### src/rtl/io_bus_pkg.sv
// Shared widths, fixed response words and FSM state encoding for the IO bus fanout.
// The read-timeout feature is enabled by defining IO_FANOUT_TIMEOUT_EN.
package io_bus_pkg;

    localparam int IO_ADDR_W  = 28;
    localparam int IO_DATA_W  = 32;
    localparam int SLV_ADDR_W = 20;

    localparam logic [IO_DATA_W-1:0] UNMAPPED_WORD = 32'hBADA_DD00;
    localparam logic [IO_DATA_W-1:0] TIMEOUT_WORD  = 32'hDEAD_0001;

    typedef logic [1:0] io_state_t;

    localparam io_state_t ST_IDLE = 2'd0;
    localparam io_state_t ST_WAIT = 2'd1;
    localparam io_state_t ST_DONE = 2'd2;

    // A single slave still needs a one-bit index so every vector stays legal.
    function automatic int idx_width(input int n);
        return (n > 1) ? $clog2(n) : 1;
    endfunction

endpackage

### src/rtl/io_bus_fanout_decode.sv
// Slave-ID decoder: turns the upper address byte into a hit flag and a slave index.
// Part of io_bus_fanout; optional timeout macro IO_FANOUT_TIMEOUT_EN does not affect it.
module io_addr_decode
    import io_bus_pkg::*;
#(
    parameter int         N_SLAVES = 4,
    parameter logic [7:0] BASE_ID  = 8'h01,
    parameter int         IDX_W    = idx_width(N_SLAVES)
) (
    input  logic [7:0]       id_i,
    output logic             hit_o,
    output logic [IDX_W-1:0] idx_o
);

    // Nine-bit compare so the window end never wraps past 8'hFF.
    localparam logic [8:0] ID_LIMIT = 9'(BASE_ID) + 9'(N_SLAVES);

    if (N_SLAVES < 1 || N_SLAVES > 16 || (32'(BASE_ID) + N_SLAVES) > 256) begin : g_bad_cfg
        $error("io_addr_decode: illegal N_SLAVES/BASE_ID combination");
    end

    always_comb begin
        hit_o = ({1'b0, id_i} >= {1'b0, BASE_ID}) && ({1'b0, id_i} < ID_LIMIT);
        idx_o = IDX_W'(id_i - BASE_ID);
    end

endmodule

### src/rtl/io_bus_fanout.sv
// Fans one upstream IO port out to N_SLAVES slaves and tracks a single outstanding read.
// Define IO_FANOUT_TIMEOUT_EN to compile in the read-ack timeout watchdog.
module io_bus_fanout
    import io_bus_pkg::*;
#(
    parameter int         N_SLAVES = 4,
    parameter logic [7:0] BASE_ID  = 8'h01,
    parameter int         TIMEOUT  = 255
) (
    input  logic                       io_clk,
    input  logic                       reset_n,
    input  logic                       io_sel,
    input  logic                       io_sync,
    input  logic [IO_ADDR_W-1:0]       io_addr,
    input  logic                       io_rd_en,
    input  logic                       io_wr_en,
    input  logic [IO_DATA_W-1:0]       io_wr_data,
    output logic [IO_DATA_W-1:0]       io_rd_data,
    output logic                       io_rd_ack,
    output logic [N_SLAVES-1:0]        slv_sel,
    output logic [SLV_ADDR_W-1:0]      slv_addr,
    output logic                       slv_rd_en,
    output logic                       slv_wr_en,
    output logic [IO_DATA_W-1:0]       slv_wr_data,
    input  logic [N_SLAVES*32-1:0]     slv_rd_data,
    input  logic [N_SLAVES-1:0]        slv_rd_ack,
    output logic                       err_unmapped,
    output logic                       err_timeout,
    input  logic                       err_clr
);

    localparam int IDX_W = idx_width(N_SLAVES);

    logic                 hit;
    logic [IDX_W-1:0]     idx;
    logic                 rd_req;
    logic                 sel_ack;
    logic [IO_DATA_W-1:0] sel_data;
    logic                 unm_set;

    io_state_t            state_q, state_d;
    logic [IDX_W-1:0]     idx_q, idx_d;
    logic [IO_DATA_W-1:0] rd_data_q, rd_data_d;
    logic                 err_unm_q, err_unm_d;

`ifdef IO_FANOUT_TIMEOUT_EN
    logic [15:0]          timer_q, timer_d;
    logic                 err_to_q, err_to_d;
    logic                 to_set;

    if (TIMEOUT < 2 || TIMEOUT > 65535) begin : g_bad_timeout
        $error("io_bus_fanout: TIMEOUT out of range");
    end
`endif

    io_addr_decode #(
        .N_SLAVES (N_SLAVES),
        .BASE_ID  (BASE_ID),
        .IDX_W    (IDX_W)
    ) u_decode (
        .id_i  (io_addr[27:20]),
        .hit_o (hit),
        .idx_o (idx)
    );

    // Slave-side strobes are pure functions of the upstream inputs and ignore reset.
    always_comb begin
        for (int i = 0; i < N_SLAVES; i++) begin
            slv_sel[i] = io_sel & hit & (idx == IDX_W'(i));
        end
        slv_addr    = io_addr[SLV_ADDR_W-1:0];
        slv_rd_en   = io_rd_en;
        slv_wr_en   = io_wr_en;
        slv_wr_data = io_wr_data;
    end

    always_comb begin
        sel_ack  = 1'b0;
        sel_data = '0;
        for (int i = 0; i < N_SLAVES; i++) begin
            if (idx_q == IDX_W'(i)) begin
                sel_ack  = slv_rd_ack[i];
                sel_data = slv_rd_data[i*32 +: 32];
            end
        end
    end

    assign rd_req = io_sel & io_sync & io_rd_en;

    // An abort by dropping io_rd_en takes precedence over a same-cycle ack.
    always_comb begin
        state_d   = state_q;
        idx_d     = idx_q;
        rd_data_d = rd_data_q;
        unm_set   = 1'b0;
`ifdef IO_FANOUT_TIMEOUT_EN
        timer_d   = timer_q;
        to_set    = 1'b0;
`endif
        case (state_q)
            ST_IDLE: begin
                if (rd_req && hit) begin
                    idx_d   = idx;
`ifdef IO_FANOUT_TIMEOUT_EN
                    timer_d = '0;
`endif
                    state_d = ST_WAIT;
                end else if (rd_req) begin
                    rd_data_d = UNMAPPED_WORD;
                    unm_set   = 1'b1;
                    state_d   = ST_DONE;
                end
                if (io_sel && io_wr_en && !hit) begin
                    unm_set = 1'b1;
                end
            end
            ST_WAIT: begin
                if (!io_rd_en) begin
                    state_d = ST_IDLE;
                end else if (sel_ack) begin
                    rd_data_d = sel_data;
                    state_d   = ST_DONE;
                end
`ifdef IO_FANOUT_TIMEOUT_EN
                else if (timer_q == 16'(TIMEOUT - 1)) begin
                    rd_data_d = TIMEOUT_WORD;
                    to_set    = 1'b1;
                    state_d   = ST_DONE;
                end else begin
                    timer_d = timer_q + 16'd1;
                end
`endif
            end
            ST_DONE: state_d = ST_IDLE;
            default: state_d = ST_IDLE;
        endcase
    end

    // Sticky flags: a new error in the same cycle as err_clr keeps the flag set.
    always_comb begin
        err_unm_d = (err_unm_q & ~err_clr) | unm_set;
`ifdef IO_FANOUT_TIMEOUT_EN
        err_to_d  = (err_to_q & ~err_clr) | to_set;
`endif
    end

    always_ff @(posedge io_clk or negedge reset_n) begin
        if (!reset_n) begin
            state_q   <= ST_IDLE;
            idx_q     <= '0;
            rd_data_q <= '0;
            err_unm_q <= 1'b0;
`ifdef IO_FANOUT_TIMEOUT_EN
            timer_q   <= '0;
            err_to_q  <= 1'b0;
`endif
        end else begin
            state_q   <= state_d;
            idx_q     <= idx_d;
            rd_data_q <= rd_data_d;
            err_unm_q <= err_unm_d;
`ifdef IO_FANOUT_TIMEOUT_EN
            timer_q   <= timer_d;
            err_to_q  <= err_to_d;
`endif
        end
    end

    assign io_rd_data   = rd_data_q;
    assign io_rd_ack    = (state_q == ST_DONE);
    assign err_unmapped = err_unm_q;
`ifdef IO_FANOUT_TIMEOUT_EN
    assign err_timeout  = err_to_q;
`else
    assign err_timeout  = 1'b0;
`endif

endmodule

### config.mk
export PLATFORM = sky130hd
export DESIGN_NAME = io_bus_fanout
export DESIGN_NICKNAME = d
export VERILOG_FILES = /design/src/rtl/io_bus_pkg.sv /design/src/rtl/io_bus_fanout_decode.sv /design/src/rtl/io_bus_fanout.sv
export SDC_FILE = /design/constraint.sdc
export NUM_CORES = 1
export LEC_CHECK = 0
export CAP_MARGIN = 15
export CELL_PAD_IN_SITES_DETAIL_PLACEMENT = 2
export CELL_PAD_IN_SITES_GLOBAL_PLACEMENT = 2
export CORE_MARGIN = 5
export CORE_UTILIZATION = 17
export CTS_CLUSTER_SIZE = 14
export DETAILED_ROUTE_END_ITERATION = 12
export GPL_ROUTABILITY_DRIVEN = 0
export PLACE_DENSITY = 0.95
export SLEW_MARGIN = 5
export SYNTH_ARGS = -nofsm -noshare
export SYNTH_HDL_FRONTEND = slang
export SYNTH_SLANG_ARGS = --single-unit
### constraint.sdc
create_clock -name io_clk -period 4.65 [get_ports io_clk]
set_clock_uncertainty 0.2 [all_clocks]
set_input_delay 0.465 -clock io_clk [delete_from_list [all_inputs] [get_ports io_clk]]
set_output_delay 0.465 -clock io_clk [all_outputs]
set_load 0.01 [all_outputs]
Word-level counts from Yosys, hierarchy flattened

Index checks and enable logic that the tools add are counted.
W data, S select, Z words.

Bits in registers: 37
Latch bits: 0
Memory bits (writable): 0
ROM bits: 0
Input bits: 199
Output and inout bits: 93
Word-level logic and storage cells: 65
Memories kept: 0

Add/sub/neg operators: 1
Multiply operators: 0
Div/mod/pow operators: 0
Magnitude comparators: 2
Eq/ne operators: 14
Shifts and indexed selects: 0
Mux-type cells: 22
Bitwise gates (word level): 10
Reductions and logical operators: 12

Operators with widths:

| kind                  | count |
|---|---|
| $mux W32              | 8 |
| $pmux W32 S2          | 1 |
| $eq A2 B2 Y1 const B  | 5 |
| $and A1 B1 Y1         | 8 |
| $ge A8 B1 Y1 const B  | 1 |
| $lt A8 B3 Y1 const B  | 1 |
| $mux W1               | 8 |
| $mux W2               | 4 |
| $ne A2 B2 Y1 const B  | 4 |
| $eq A2 B1 Y1 const B  | 3 |
| $logic_not A2 Y1      | 3 |
| $ne A3 B3 Y1 const B  | 2 |
| $reduce_and A5 Y1     | 1 |
| $logic_and A1 B1 Y1   | 4 |
| $pmux W2 S2           | 1 |
| $reduce_and A2 Y1     | 2 |
| $reduce_bool A2 Y1    | 1 |
| $sub A2 B1 Y2 const B | 1 |
| $logic_not A1 Y1      | 1 |
| $not A1 Y1            | 1 |
| $or A1 B1 Y1          | 1 |

Longest topological paths before layout

Gate-level depths: netlist of the first run.

Word-level depth: 8
Mapped depth: 7
Depth with buffers taken out: 6

By module

Synthesis of the first run repeated with hierarchy kept, for this count alone.

Cells, all modules: 240
Area, all modules: 2,999.1 um^2

Modules (own cells, without submodules):

| module         | times used | cells each | area each (um^2) | seq. area each (um^2) |
|---|---|---|---|---|
| io_bus_fanout  | 1          | 231        | 2,935.3          | 925.9 |
| io_addr_decode | 1          | 9          | 63.8             | 0.0 |

Least setup slack after synthesis of the first run

No wires, ideal clock.

Path type: input port to flip-flop
Start point: in io_addr[20]
End point: reg rd_data_q[24], in the netlist io_rd_data[24]
Library setup time: 79 ps
Arrival time: 2,084 ps
Data required time: 4,371 ps
Setup slack: 2,287 ps
Stages on the path: 7
Buffers on the path: 1
Cells stage by stage: inv_1 > ha_1 > or3b_1 > o2111a_2 > o31ai_4 > buf_8 > mux2i_1

Longest elaborated chain between the ends: 5
Elaborated cells on any way between the ends: 6
Those cells by class: order compare (2); eq/ne (1); reduce/logical (3)

Ends and longest elaborated chain:

| element                                             | RTL line                   | source |
|---|---|---|
| from (decl)                                         | io_bus_fanout.sv:14        | `input logic [IO_ADDR_W-1:0] io_addr,` |
| $ge A8 B1 Y1 / $lt A8 B3 Y1 (equally long branches) | io_bus_fanout_decode.sv:23 | `hit_o = ({1'b0, id_i} >= {1'b0, BASE_ID}) && ({1'b0, id_i} < ID_LIMIT);` |
| $logic_and A1 B1 Y1 *                               | io_bus_fanout_decode.sv:23 |  |
| $logic_and A1 B1 Y1 *                               | io_bus_fanout.sv:102       | `if (rd_req && hit) begin` |
| $ne A2 B2 Y1 (no line) *                            | n/a                        |  |
| $reduce_and A5 Y1 (no line) *                       | n/a                        |  |
| to (signal assigned)                                | io_bus_fanout.sv:160       | `rd_data_q <= rd_data_d;` |
| to (decl)                                           | io_bus_fanout.sv:43        | `logic [IO_DATA_W-1:0] rd_data_q, rd_data_d;` |

Mark *: on every way between the ends. The rest lies on a longest branch, timed or not.
A chain may end at the register's enable or synchronous reset.

Final worst setup path of the first run

Start point: in io_addr[21]
End point: out slv_sel[3]

Longest elaborated chain between the ends: 4
Elaborated cells on any way between the ends: 7
Those cells by class: add/sub (1); order compare (2); eq/ne (1); bitwise (2); reduce/logical (1)

Ends and longest elaborated chain:

| element                                             | RTL line                   | source |
|---|---|---|
| $ge A8 B1 Y1 / $lt A8 B3 Y1 (equally long branches) | io_bus_fanout_decode.sv:23 |  |
| $logic_and A1 B1 Y1                                 | io_bus_fanout_decode.sv:23 |  |
| $and A1 B1 Y1                                       | io_bus_fanout.sv:69        | `slv_sel[i] = io_sel & hit & (idx == IDX_W'(i));` |
| $and A1 B1 Y1 *                                     | io_bus_fanout.sv:69        |  |
| to (decl)                                           | io_bus_fanout.sv:20        | `output logic [N_SLAVES-1:0] slv_sel,` |

Marked as above.

==> results of run 1 <==
[power by group through the flow]
stage | registers [W] | clock network (W) | logic, W
2_1_floorplan | 0.000341 | 0 | 0.000137
3_3_place_gp | 0.000346 | 0 | 0.000238
3_5_place_dp | 0.000347 | 0 | 0.000247
4_1_cts | 0.000341 | 0.000433 | 0.000248
5_1_grt | 0.000342 | 0.000446 | 0.000260
6_report | 0.000341 | 0.000413 | 0.000242
[metal layers]
| metal | vias to the layer above | part of all wire (%) | routed length, um | GRT usage [%] |
|---|---|---|---|---|
| li1 | 1118 | - | - | - |
| met1 | 1241 | 35 | 4050 | 11.3 |
| met2 | 143 | 54 | 6300 | 20.9 |
| met3 | 41 | 9.8 | 1160 | 4.82 |
| met4 | 2 | 1.8 | 217 | 3.00 |
| met5 | - | 0.094 | 11 | 0 |
[final timing paths]
check / to / startpoint
min reg2reg: io_rd_data[20]$_DFFE_PN0P_ / io_rd_data[20]$_DFFE_PN0P_
max reg2reg: io_rd_data[31]$_DFFE_PN0P_ / idx_q[1]$_DFFE_PN0P_
max: slv_sel[3] / io_addr[21]
min in group io_clk: io_rd_data[20]$_DFFE_PN0P_ / io_rd_data[20]$_DFFE_PN0P_
min: io_rd_data[16]$_DFFE_PN0P_ / reset_n
max in group asynchronous: idx_q[0]$_DFFE_PN0P_ / reset_n
[cell type report]
type | count | share of cell area (%)
Inverter | 37 | 2.87
Clock buffer | 7 | 2.95
Timing Repair Buffer | 188 | 38.7
Tap cell | 225 | 5.83
Multi-Input combinational cell | 127 | 29.7
Antenna cell | 1 | 0.0518
Clock inverter | 1 | 0.621
Sequential cell | 37 | 19.2
[through the flow]
stage	util [%]	hold slack [ns]	setup slack, ns	instances
after CTS	27.9	0.154	1.34	622
after floorplan	-	-0.0306	2.29	271
after global placement	26.9	0.307	1.49	614
after global routing	27.9	0.177	1.27	623
final	27.9	0.107	1.36	623
after detailed placement	26.9	0.317	1.34	614
[registers in the layout, summed over array words and instances (netlist names)]
register / cells
err_unmapped: 1
io_rd_data: 32
idx_q: 2
state_q: 2
[cell usage after synthesis]
library cell	count
buf_1	2
or3b_1	1
conb_1	1
buf_4	55
nor2_1	18
o32ai_1	1
buf_8	3
and3_2	4
buf_2	4
nand2_1	19
nand2b_1	1
nor3_1	1
nand3_1	1
dfrtp_1	37
o31ai_4	1
nor2b_1	2
inv_1	37
o21ai_0	1
mux4_2	33
mux2_2	1
o2111a_2	1
ha_1	6
a21oi_1	1
or3b_4	1
mux2i_1	33
clkbuf_1	6
[logic make-up after synthesis]
| kind of cell | share of synthesized area [%] |
|---|---|
| fa+ha+maj | 2.50 |
| flops | 30.8 |
| mux | 36.1 |
| compound gates | 1.75 |
| other cells | 0.125 |
| buf+inv | 21.5 |
| simple gates | 7.24 |
==> qor.tcl, run 1 <==
set qor(max-slew-margin-rel_pct) 36.0
set qor(postSynthNetCount) 476
set qor(finalHoldViolCount) 0
set qor(f_max_ghz) 0.304
set qor(mean_area_per_synthesized_cell_sq_um) 11.1
set qor(cts_resized) 0
set qor(layout_common_cells) {185 x clkdlybuf4s50_1, 37 x inv_1, 35 x dfrtp_1}
set qor(rrSetupSlack_ns) 1.97
set qor(critical_path.cell_chain) {clkdlybuf4s50_1 -> inv_1 -> ha_1 -> or3b_1 -> o2111a_2 -> and3_2 -> clkdlybuf4s50_1}
set qor(cts.root.buffer_cell) {clkbuf_16}
set qor(netlist_instances) 271
set qor(finalSetupTns_ns) 0
set qor(irDropWorstVdd_mv) 0.116
set qor(port_buffers) 186
set qor(post_drt_via_cell_ratio) 4.09
set qor(status) {complete, no violations}
set qor(drc) 0
set qor(leakage_power_nw) 1.87
set qor(cell_internal_pwr_w) 0.000772
set qor(yosysUniqueCellTypes) 26
set qor(std_cell_rows) 48
set qor(layout_commonest_cell) {clkdlybuf4s50_1}
set qor(p_seq_share_pct) 34.2
set qor(post-cts-setup-buffers) 0
set qor(htree_levels) 2
set qor(worst_slew_pin_slew_ns) 0.956
set qor(antenna_left) 0
set qor(critical_path_cell_count) 7
set qor(placed_area_sq_um) 4660
set qor(power.density_cell_area_nw_per_um2) 206
set qor(total_die_area_sq_um) 20400
set qor(fillers) 1884
set qor(grt_pass1_wl_um) 17400
set qor(number_of_endpoints_failing_setup_at_the_final_stage) 0
set qor(first_iter_violations) 39
set qor(worst_path_max_delay_cell) {clkdlybuf4s50_1}
set qor(multi_input_area_sq_um) 1440
set qor(cts_hold_repair.buffers) 0
set qor(clock-sinks) 37
set qor(postSynthRegisterBits) 37
set qor(clkPwrFrac_pct) 41.5
set qor(core_area_sq_um) 17300
set qor(crit_path_max_fanout) 7
set qor(die_span_in_x_um) 143
set qor(arrival_ns) 2.62
set qor(p_comb_share_pct) 24.3
set qor(die_h_um) 143
set qor(crit_required_ns) 3.98
set qor(clock_path_buffers) 2
set qor(finish.instance_area_sq_um) 4830
set qor(timing.final.max_slew_violations) 0
set qor(total_power_w) 0.000996
set qor(initial_antenna_violation_count) 3
set qor(num-nets-final) 601
set qor(netSwitchingPower_w) 0.000225
set qor(yosysTopAreaCell) {dfrtp_1}
set qor(worst_path_largest_cell_delay_ns) 0.53
set qor(sw_frac_of_total_pct) 22.6
set qor(criticalPathCategory) {input port to output pin}
set qor(rsz0062_at_grt) {false}
set qor(cp.buffers_inverters) 3
set qor(sequential_cell_area_sq_um) 928
set qor(routed_wirelength_normalized_by_instance_count_um) 18.8
set qor(drive_gt1_share_pct) 13.6
set qor(drt-total-wl_um) 11700
set qor(synthTopCellsByArea) {dfrtp_1 31%, mux4_2 25%, buf_4 14%}
set qor(ff2ff_path_depth) 5
set qor(critPathTopFamily) {buffers and inverters}
set qor(total_routing_usage_reported_by_global_routing_pct) 11.2
set qor(route.vias.total) 2545
set qor(drt_pre_antenna_iters) 4
set qor(timing.critical_path.from_type) {input port}
set qor(synthDominantCellAreaShare_pct) 30.8
set qor(io_count) 292
set qor(grt_max_degree) 38
set qor(global_route.overflow_total) 0
set qor(detailed_place_hpwl_um) 9520
set qor(final_min_period_over_clock_period_pct) 70.7
set qor(syn_to_final_growth_pct) 60.7
set qor(min-delay-path-class) {input port to asynchronous set/reset pin}
set qor(synth-warning-count) 0
set qor(tritoncts) {built}
set qor(insertion_delay_ns) 0.29
set qor(cp_common_cell) {clkdlybuf4s50_1}
set qor(drv_cap) 0
set qor(cts_buffers) 5
set qor(clkTransAtPathRegs_ns) 0.06
set qor(min_clock_period_post_route_ns) 3.29
set qor(first_global_vias) 3119
set qor(starting_density_of_the_core_pct) 17.4
set qor(critical_path.endpoint_type) {output pin}
set qor(synth-seq-area-share_pct) 30.8
set qor(netlist_area_sq_um) 3010
No activity file was read; power rests on OpenSTA's default activity.
==> run 2: changes to the inputs <==
--- a/config.mk
+++ b/config.mk
@@ -9,11 +9,11 @@
 export CELL_PAD_IN_SITES_DETAIL_PLACEMENT = 2
 export CELL_PAD_IN_SITES_GLOBAL_PLACEMENT = 2
 export CORE_MARGIN = 5
-export CORE_UTILIZATION = 17
+export CORE_UTILIZATION = 14
 export CTS_CLUSTER_SIZE = 14
 export DETAILED_ROUTE_END_ITERATION = 12
 export GPL_ROUTABILITY_DRIVEN = 0
-export PLACE_DENSITY = 0.95
+export PLACE_DENSITY = 0.84
 export SLEW_MARGIN = 5
 export SYNTH_ARGS = -nofsm -noshare
 export SYNTH_HDL_FRONTEND = slang
==> constraint.sdc (replaced) <==
create_clock -name io_clk -period 2.7 [get_ports io_clk]
set_clock_uncertainty 0.2 [all_clocks]
set_input_delay 0.27 -clock io_clk [delete_from_list [all_inputs] [get_ports io_clk]]
set_output_delay 0.27 -clock io_clk [all_outputs]
set_load 0.01 [all_outputs]
==> run 2 against run 1 <==
- clock power increased by 51%
- via count grew 1.1%
- first-iteration DRC count fell by 5.1%
- hold slack improved by 0.22 ns
- die area increased by 20%
- sequential share of layout area shrank 0.60 points
- clock-buffer cell count is the same
- largest cell class unchanged
- largest power group unchanged
==> qor.tcl, run 2 (synthesized netlist as in run 1, its figures left out) <==
set qor(status) {complete, no violations} ;# unchanged
set qor(total_power_w) 0.00164 ;# was 0.000996 W
set qor(number_of_endpoints_failing_setup_at_the_final_stage) 0 ;# unchanged
set qor(min_clock_period_post_route_ns) 2.49
set qor(hold_slack_ns) 0.323 ;# was 0.107 ns
set qor(drc) 0 ;# unchanged
set qor(layout_common_cells) {179 x clkdlybuf4s50_1, 36 x inv_1, 35 x dfrtp_1} ;# was 185 x clkdlybuf4s50_1, 37 x inv_1, 35 x dfrtp_1
set qor(first_global_vias) 3196 ;# was 3,119
set qor(rsz0062_at_grt) {false} ;# unchanged
set qor(drive_gt1_share_pct) 16.0 ;# was 13.6%
set qor(final_min_period_over_clock_period_pct) 92.1
set qor(finalNonFillerCells) 682 ;# was 623
set qor(grt_max_degree) 38 ;# unchanged
set qor(placed_cells) 672 ;# was 614
set qor(initial_antenna_violation_count) 4 ;# was 3
set qor(layout_commonest_cell) {clkdlybuf4s50_1} ;# unchanged
set qor(die_span_in_x_um) 157 ;# was 143 um
set qor(io_count) 292 ;# unchanged
set qor(detailed_place_hpwl_um) 10200 ;# was 9520 um
set qor(clock-sinks) 37 ;# unchanged
set qor(finalSetupTns_ns) 0 ;# unchanged
set qor(post_drt_via_cell_ratio) 3.77 ;# was 4.09
set qor(routed_wirelength_normalized_by_instance_count_um) 18.1 ;# was 18.8 um
set qor(drv_cap) 0 ;# unchanged
set qor(grt_pass1_wl_um) 18300 ;# was 17,400 um
set qor(finalHoldViolCount) 0 ;# unchanged
set qor(first_iter_violations) 37 ;# was 39
set qor(critical_path.endpoint_type) {output pin} ;# unchanged
set qor(max-slew-margin-rel_pct) 37.4 ;# was 36.0%
set qor(irDropWorstVdd_mv) 0.168 ;# was 0.116 mV
set qor(htree_levels) 2 ;# unchanged
set qor(crit_required_ns) 2.23 ;# was 3.98 ns
set qor(cts.root.buffer_cell) {clkbuf_16} ;# unchanged
set qor(core_area_sq_um) 21100 ;# was 17,300 sq um
set qor(timing.final.max_slew_violations) 0 ;# unchanged
set qor(sw_frac_of_total_pct) 22.8 ;# was 22.6%
set qor(drt_pre_antenna_iters) 3 ;# was 4
set qor(starting_density_of_the_core_pct) 14.3 ;# was 17.4%
set qor(cell_internal_pwr_w) 0.00127 ;# was 0.000772 W
set qor(f_max_ghz) 0.402
set qor(number_of_flip_flops_under_the_largest_register_name) 32 ;# unchanged
set qor(port_buffers) 186 ;# unchanged
set qor(timing.critical_path.from_type) {input port} ;# unchanged
set qor(tritoncts) {built} ;# unchanged
set qor(syn_to_final_growth_pct) 65.9 ;# was 60.7%
set qor(cts_buffers) 5 ;# unchanged
set qor(power.density_cell_area_nw_per_um2) 329 ;# was 206 nW/um^2
set qor(criticalPathCategory) {input port to output pin} ;# unchanged
set qor(p_comb_share_pct) 26.9 ;# was 24.3%
set qor(num-nets-final) 611 ;# was 601
set qor(drt-total-wl_um) 12300 ;# was 11,700 um
set qor(p_seq_share_pct) 35.2 ;# was 34.2%
set qor(arrival_ns) 2.02 ;# was 2.62 ns
set qor(finish.instance_area_sq_um) 4990 ;# was 4830 sq um
set qor(global_route.overflow_total) 0 ;# unchanged
set qor(insertion_delay_ns) 0.28 ;# was 0.29 ns
set qor(total_routing_usage_reported_by_global_routing_pct) 9.86 ;# was 11.2%
set qor(clkTransAtPathRegs_ns) 0.06 ;# about the same
set qor(netSwitchingPower_w) 0.000375 ;# was 0.000225 W
set qor(min-delay-path-class) {flip-flop to flip-flop} ;# was input port to asynchronous set/reset pin
set qor(clock_path_buffers) 2 ;# unchanged
set qor(clkPwrFrac_pct) 37.9 ;# was 41.5%
set qor(worst_slew_pin_slew_ns) 0.938 ;# was 0.956 ns
set qor(std_cell_rows) 53 ;# was 48
set qor(die_h_um) 157 ;# was 143 um
set qor(placed_area_sq_um) 4820 ;# was 4660 sq um
set qor(total_die_area_sq_um) 24500 ;# was 20,400 sq um
set qor(crit_path_max_fanout) 4 ;# was 7
set qor(antennaDiodeCount) 0 ;# was 1
set qor(route.vias.total) 2572 ;# was 2,545
set qor(antenna_left) 0 ;# unchanged
set qor(leakage_power_nw) 1.96 ;# was 1.87 nW
==> run 2: cell types whose count changed in the layout (fill, tap and decap cells not counted), sizes merged <==
cell           change
dlygate4sd3        +1
buf                +9
clkdlybuf4s50      -6
clkinv             +1
dlymetal6s2s       +1
dlygate4sd2        +5
bufinv             -1
diode              -1
==> run 2: layer usage <==
layer	track usage, %	vias to the layer above	share of wire [%]
met4	3.76	8	3.1
li1	-	1130	-
met3	4.04	50	9.6
met1	9.67	1255	33
met2	18.4	129	54
met5	0	-	0.41
==> run 2: worst max-delay path, cell delays in order <==
cell and delay, ns:
dlygate4sd2_1 0.27, inv_1 0.09, ha_1 0.18, or3b_1 0.36, o2111a_2 0.19, buf_4 0.16, and3_2 0.20, dlygate4sd2_1 0.28
==> run 2: worst paths after layout <==
kind | from | end | slack, ns | cells after the start
max | io_addr[20] | slv_sel[0] | 0.21 | 8
min | io_rd_data[16]$_DFFE_PN0P_ | io_rd_data[16]$_DFFE_PN0P_ | 0.32 | 2
max reg2reg | idx_q[0]$_DFFE_PN0P_ | io_rd_data[22]$_DFFE_PN0P_ | 0.70 | 5
min reg2reg | io_rd_data[16]$_DFFE_PN0P_ | io_rd_data[16]$_DFFE_PN0P_ | 0.32 | 2
min in group asynchronous | reset_n | io_rd_data[13]$_DFFE_PN0P_ | 0.49 | 2
max in group asynchronous | reset_n | idx_q[0]$_DFFE_PN0P_ | 1.17 | 2
==> run 2: power groups by stage <==
| stage | Combinational (W) | Clock (W) | Sequential [W] |
|---|---|---|---|
| final | 0.000442 | 0.000623 | 0.000578 |
| after global routing | 0.000474 | 0.000685 | 0.000579 |
| after CTS | 0.000456 | 0.000667 | 0.000578 |
| after detailed placement | 0.000452 | 0 | 0.000588 |
| after global placement | 0.000437 | 0 | 0.000587 |
| after floorplan | 0.000235 | 0 | 0.000588 |
==> run 2: timing repair <==
action,4_1_cts,5_1_grt
setup endpoints to repair,4,1
pin swaps,0,0
resized for setup,6,1
hold endpoints to repair,37,0
hold buffers,1,0
buffers inserted,1,0
==> run 2: final cells by class <==
class	instances	area [sq um]
Multi-Input combinational cell	127	1440
Fill cell	2337	16100
Tap cell	275	344
Sequential cell	37	928
Clock inverter	1	5.00
Clock buffer	7	153
Inverter	37	139
Timing Repair Buffer	198	1980
==> run 2: per-stage QoR <==
| step | utilization, % | worst slack [ns] |
|---|---|---|
| 6_report | 23.7 | 0.213 |
| 5_1_grt | 23.7 | 0.158 |
| 4_1_cts | 23.6 | 0.0190 |
| 3_5_place_dp | 22.8 | -0.130 |
| 3_3_place_gp | 22.8 | -0.0107 |
| 2_1_floorplan | - | 0.532 |
==> run 3: changes to the inputs <==
--- a/config.mk
+++ b/config.mk
@@ -13,7 +13,7 @@
 export CTS_CLUSTER_SIZE = 14
 export DETAILED_ROUTE_END_ITERATION = 12
 export GPL_ROUTABILITY_DRIVEN = 0
-export PLACE_DENSITY = 0.84
+export PLACE_DENSITY_LB_ADDON = 0.1
 export SLEW_MARGIN = 5
 export SYNTH_ARGS = -nofsm -noshare
 export SYNTH_HDL_FRONTEND = slang
==> run 3 against run 2 <==
- design area rose by 0.23%
- fmax fell by 2.9%
- clock-buffer cell count did not move
- die area did not move
- critical path type unchanged
==> qor.tcl, run 3 (synthesized netlist as in run 1, its figures left out) <==
set qor(min-delay-path-class) {flip-flop to flip-flop} ;# unchanged
set qor(core_area_sq_um) 21100 ;# unchanged
set qor(io_count) 292 ;# unchanged
set qor(max-slew-margin-rel_pct) 44.4 ;# was 37.4%
set qor(fillers) 2336 ;# was 2,337
set qor(routed_wirelength_normalized_by_instance_count_um) 18.0 ;# was 18.1 um
set qor(antenna_left) 0 ;# unchanged
set qor(critical_path.endpoint_type) {output pin} ;# unchanged
set qor(route.vias.total) 2542 ;# was 2,572
set qor(total_power_w) 0.00166 ;# was 0.00164 W
set qor(preCtsSetupSlack_ns) -0.0863 ;# was -0.130 ns
set qor(tritoncts) {built} ;# unchanged
set qor(total_routing_usage_reported_by_global_routing_pct) 9.81 ;# was 9.86%
set qor(insertion_delay_ns) 0.28 ;# about the same
set qor(number_of_flip_flops_under_the_largest_register_name) 32 ;# unchanged
set qor(clkPwrFrac_pct) 38.4 ;# was 37.9%
set qor(sw_frac_of_total_pct) 23.7 ;# was 22.8%
set qor(cell_internal_pwr_w) 0.00127 ;# about the same
set qor(port_buffers) 186 ;# unchanged
set qor(layout_common_cells) {181 x clkdlybuf4s50_1, 37 x inv_1, 35 x dfrtp_1} ;# was 179 x clkdlybuf4s50_1, 36 x inv_1, 35 x dfrtp_1
set qor(drv_cap) 0 ;# unchanged
set qor(total_die_area_sq_um) 24500 ;# unchanged
set qor(final.setup.worst_slack_ns) 0.138 ;# was 0.213 ns
set qor(post_drt_via_cell_ratio) 3.70 ;# was 3.77
set qor(timing.critical_path.from_type) {input port} ;# unchanged
set qor(finish.utilization_pct) 23.7 ;# about the same
set qor(finish.instance_area_sq_um) 5000 ;# was 4990 sq um
set qor(syn_to_final_growth_pct) 66.3 ;# was 65.9%
set qor(std_cell_rows) 53 ;# unchanged
set qor(clock-sinks) 37 ;# unchanged
set qor(num-nets-final) 616 ;# was 611
set qor(antennaDiodeCount) 0 ;# unchanged
set qor(drt-total-wl_um) 12300 ;# about the same
set qor(timing.final.max_slew_violations) 0 ;# unchanged
set qor(status) {complete, no violations} ;# unchanged
set qor(grt_max_degree) 38 ;# unchanged
set qor(cts_buffers) 5 ;# unchanged
set qor(post-cts-setup-buffers) 0 ;# was 1
set qor(finalHoldViolCount) 0 ;# unchanged
set qor(final_min_period_over_clock_period_pct) 94.9 ;# was 92.1%
set qor(die_span_in_x_um) 157 ;# unchanged
set qor(first_global_vias) 3083 ;# was 3,196
set qor(leakage_power_nw) 1.97 ;# was 1.96 nW
set qor(drc) 0 ;# unchanged
set qor(drive_gt1_share_pct) 16.7 ;# was 16.0%
set qor(cts.root.buffer_cell) {clkbuf_16} ;# unchanged
set qor(clkTransAtPathRegs_ns) 0.06 ;# about the same
set qor(first_iter_violations) 55 ;# was 37
set qor(layout_commonest_cell) {clkdlybuf4s50_1} ;# unchanged
set qor(rsz0062_at_grt) {false} ;# unchanged
set qor(drt_pre_antenna_iters) 3 ;# unchanged
set qor(criticalPathCategory) {input port to output pin} ;# unchanged
set qor(htree_levels) 2 ;# unchanged
set qor(power.density_cell_area_nw_per_um2) 333 ;# was 329 nW/um^2
set qor(irDropWorstVdd_mv) 0.206 ;# was 0.168 mV
set qor(number_of_endpoints_failing_setup_at_the_final_stage) 0 ;# unchanged
set qor(detailed_place_hpwl_um) 9740 ;# was 10,200 um
set qor(crit_required_ns) 2.23 ;# about the same
set qor(f_max_ghz) 0.390 ;# was 0.402 GHz
set qor(grt_pass1_wl_um) 18400 ;# was 18,300 um
set qor(placed_area_sq_um) 4840 ;# was 4820 sq um
set qor(crit_path_max_fanout) 6 ;# was 4
set qor(die_h_um) 157 ;# unchanged
set qor(p_comb_share_pct) 27.1 ;# was 26.9%
set qor(worst_slew_pin_slew_ns) 0.835 ;# was 0.938 ns
set qor(netSwitchingPower_w) 0.000394 ;# was 0.000375 W
set qor(p_seq_share_pct) 34.5 ;# was 35.2%
set qor(global_route.overflow_total) 0 ;# unchanged
set qor(min_clock_period_post_route_ns) 2.56 ;# was 2.49 ns
set qor(finalSetupTns_ns) 0 ;# unchanged
set qor(clock_path_buffers) 2 ;# unchanged
set qor(initial_antenna_violation_count) 0 ;# was 4
set qor(starting_density_of_the_core_pct) 14.3 ;# unchanged
set qor(arrival_ns) 2.09 ;# was 2.02 ns
run 3: cell types whose count changed in the layout (fill, tap and decap cells not counted), sizes merged:
cell / before / now
clkdlybuf4s50: 179 / 181
buf: 12 / 17
dlymetal6s2s: 1 / 0
dlygate4sd2: 5 / 4
run 3: metrics by stage:
stage                     instances  hold slack (ns)
final                           687            0.319
after global routing            687            0.340
after CTS                       687            0.328
after detailed placement        678            0.202
after global placement          678            0.197
after floorplan                 271           -0.226
run 3: worst max-delay path: stages:
cell,delay (ns)
clkdlybuf4s50_1,0.48
inv_1,0.09
ha_1,0.18
or3b_1,0.34
o2111a_2,0.22
and3_2,0.23
dlygate4sd2_1,0.28
run 3: final timing paths:
path | from | to | slack, ns | depth (start not counted)
worst max register to register | state_q[0]$_DFFE_PN0P_ | io_rd_data[20]$_DFFE_PN0P_ | 0.77 | 4
worst min-delay path | io_rd_data[14]$_DFFE_PN0P_ | io_rd_data[14]$_DFFE_PN0P_ | 0.32 | 2
max in group asynchronous | reset_n | idx_q[0]$_DFFE_PN0P_ | 1.46 | 3
worst min register to register | io_rd_data[14]$_DFFE_PN0P_ | io_rd_data[14]$_DFFE_PN0P_ | 0.32 | 2
min in group asynchronous | reset_n | err_unmapped$_DFF_PN0_ | 0.42 | 3
worst max-delay path | io_addr[21] | slv_sel[2] | 0.14 | 7
run 3: area by class of cell:
cell class | instances | area, sq um | share of cell area [%]
Timing Repair Buffer | 203 | 1990 | 39.9
Clock inverter | 1 | 5.00 | 0.100
Tap cell | 275 | 344 | 6.88
Multi-Input combinational cell | 127 | 1440 | 28.7
Sequential cell | 37 | 928 | 18.6
Inverter | 37 | 139 | 2.78
Clock buffer | 7 | 153 | 3.05
run 3: routing by layer:
| metal | GRT usage [%] | routed length, um | vias to the layer above |
|---|---|---|---|
| li1 | - | - | 1147 |
| met2 | 16.0 | 5720 | 140 |
| met3 | 3.32 | 1080 | 16 |
| met4 | 2.23 | 122 | 0 |
| met1 | 12.6 | 5430 | 1239 |
| met5 | 0 | 0 | - |
run 3: power groups by stage:
| stage | clock [W] | sequential, W | combinational (W) |
|---|---|---|---|
| global placement | 0 | 0.000585 | 0.000453 |
| detailed placement | 0 | 0.000586 | 0.000459 |
| finish | 0.000638 | 0.000575 | 0.000451 |
| global route | 0.000692 | 0.000577 | 0.000487 |
| CTS | 0.000674 | 0.000575 | 0.000465 |
| floorplan | 0 | 0.000588 | 0.000235 |
run 3: repair_timing:
item / 4_1_cts / 5_1_grt
resized for setup: 4 / 0
hold endpoints to repair: 37 / 0
endpoints found under the setup margin: 4 / 0
hold buffers: 1 / 0
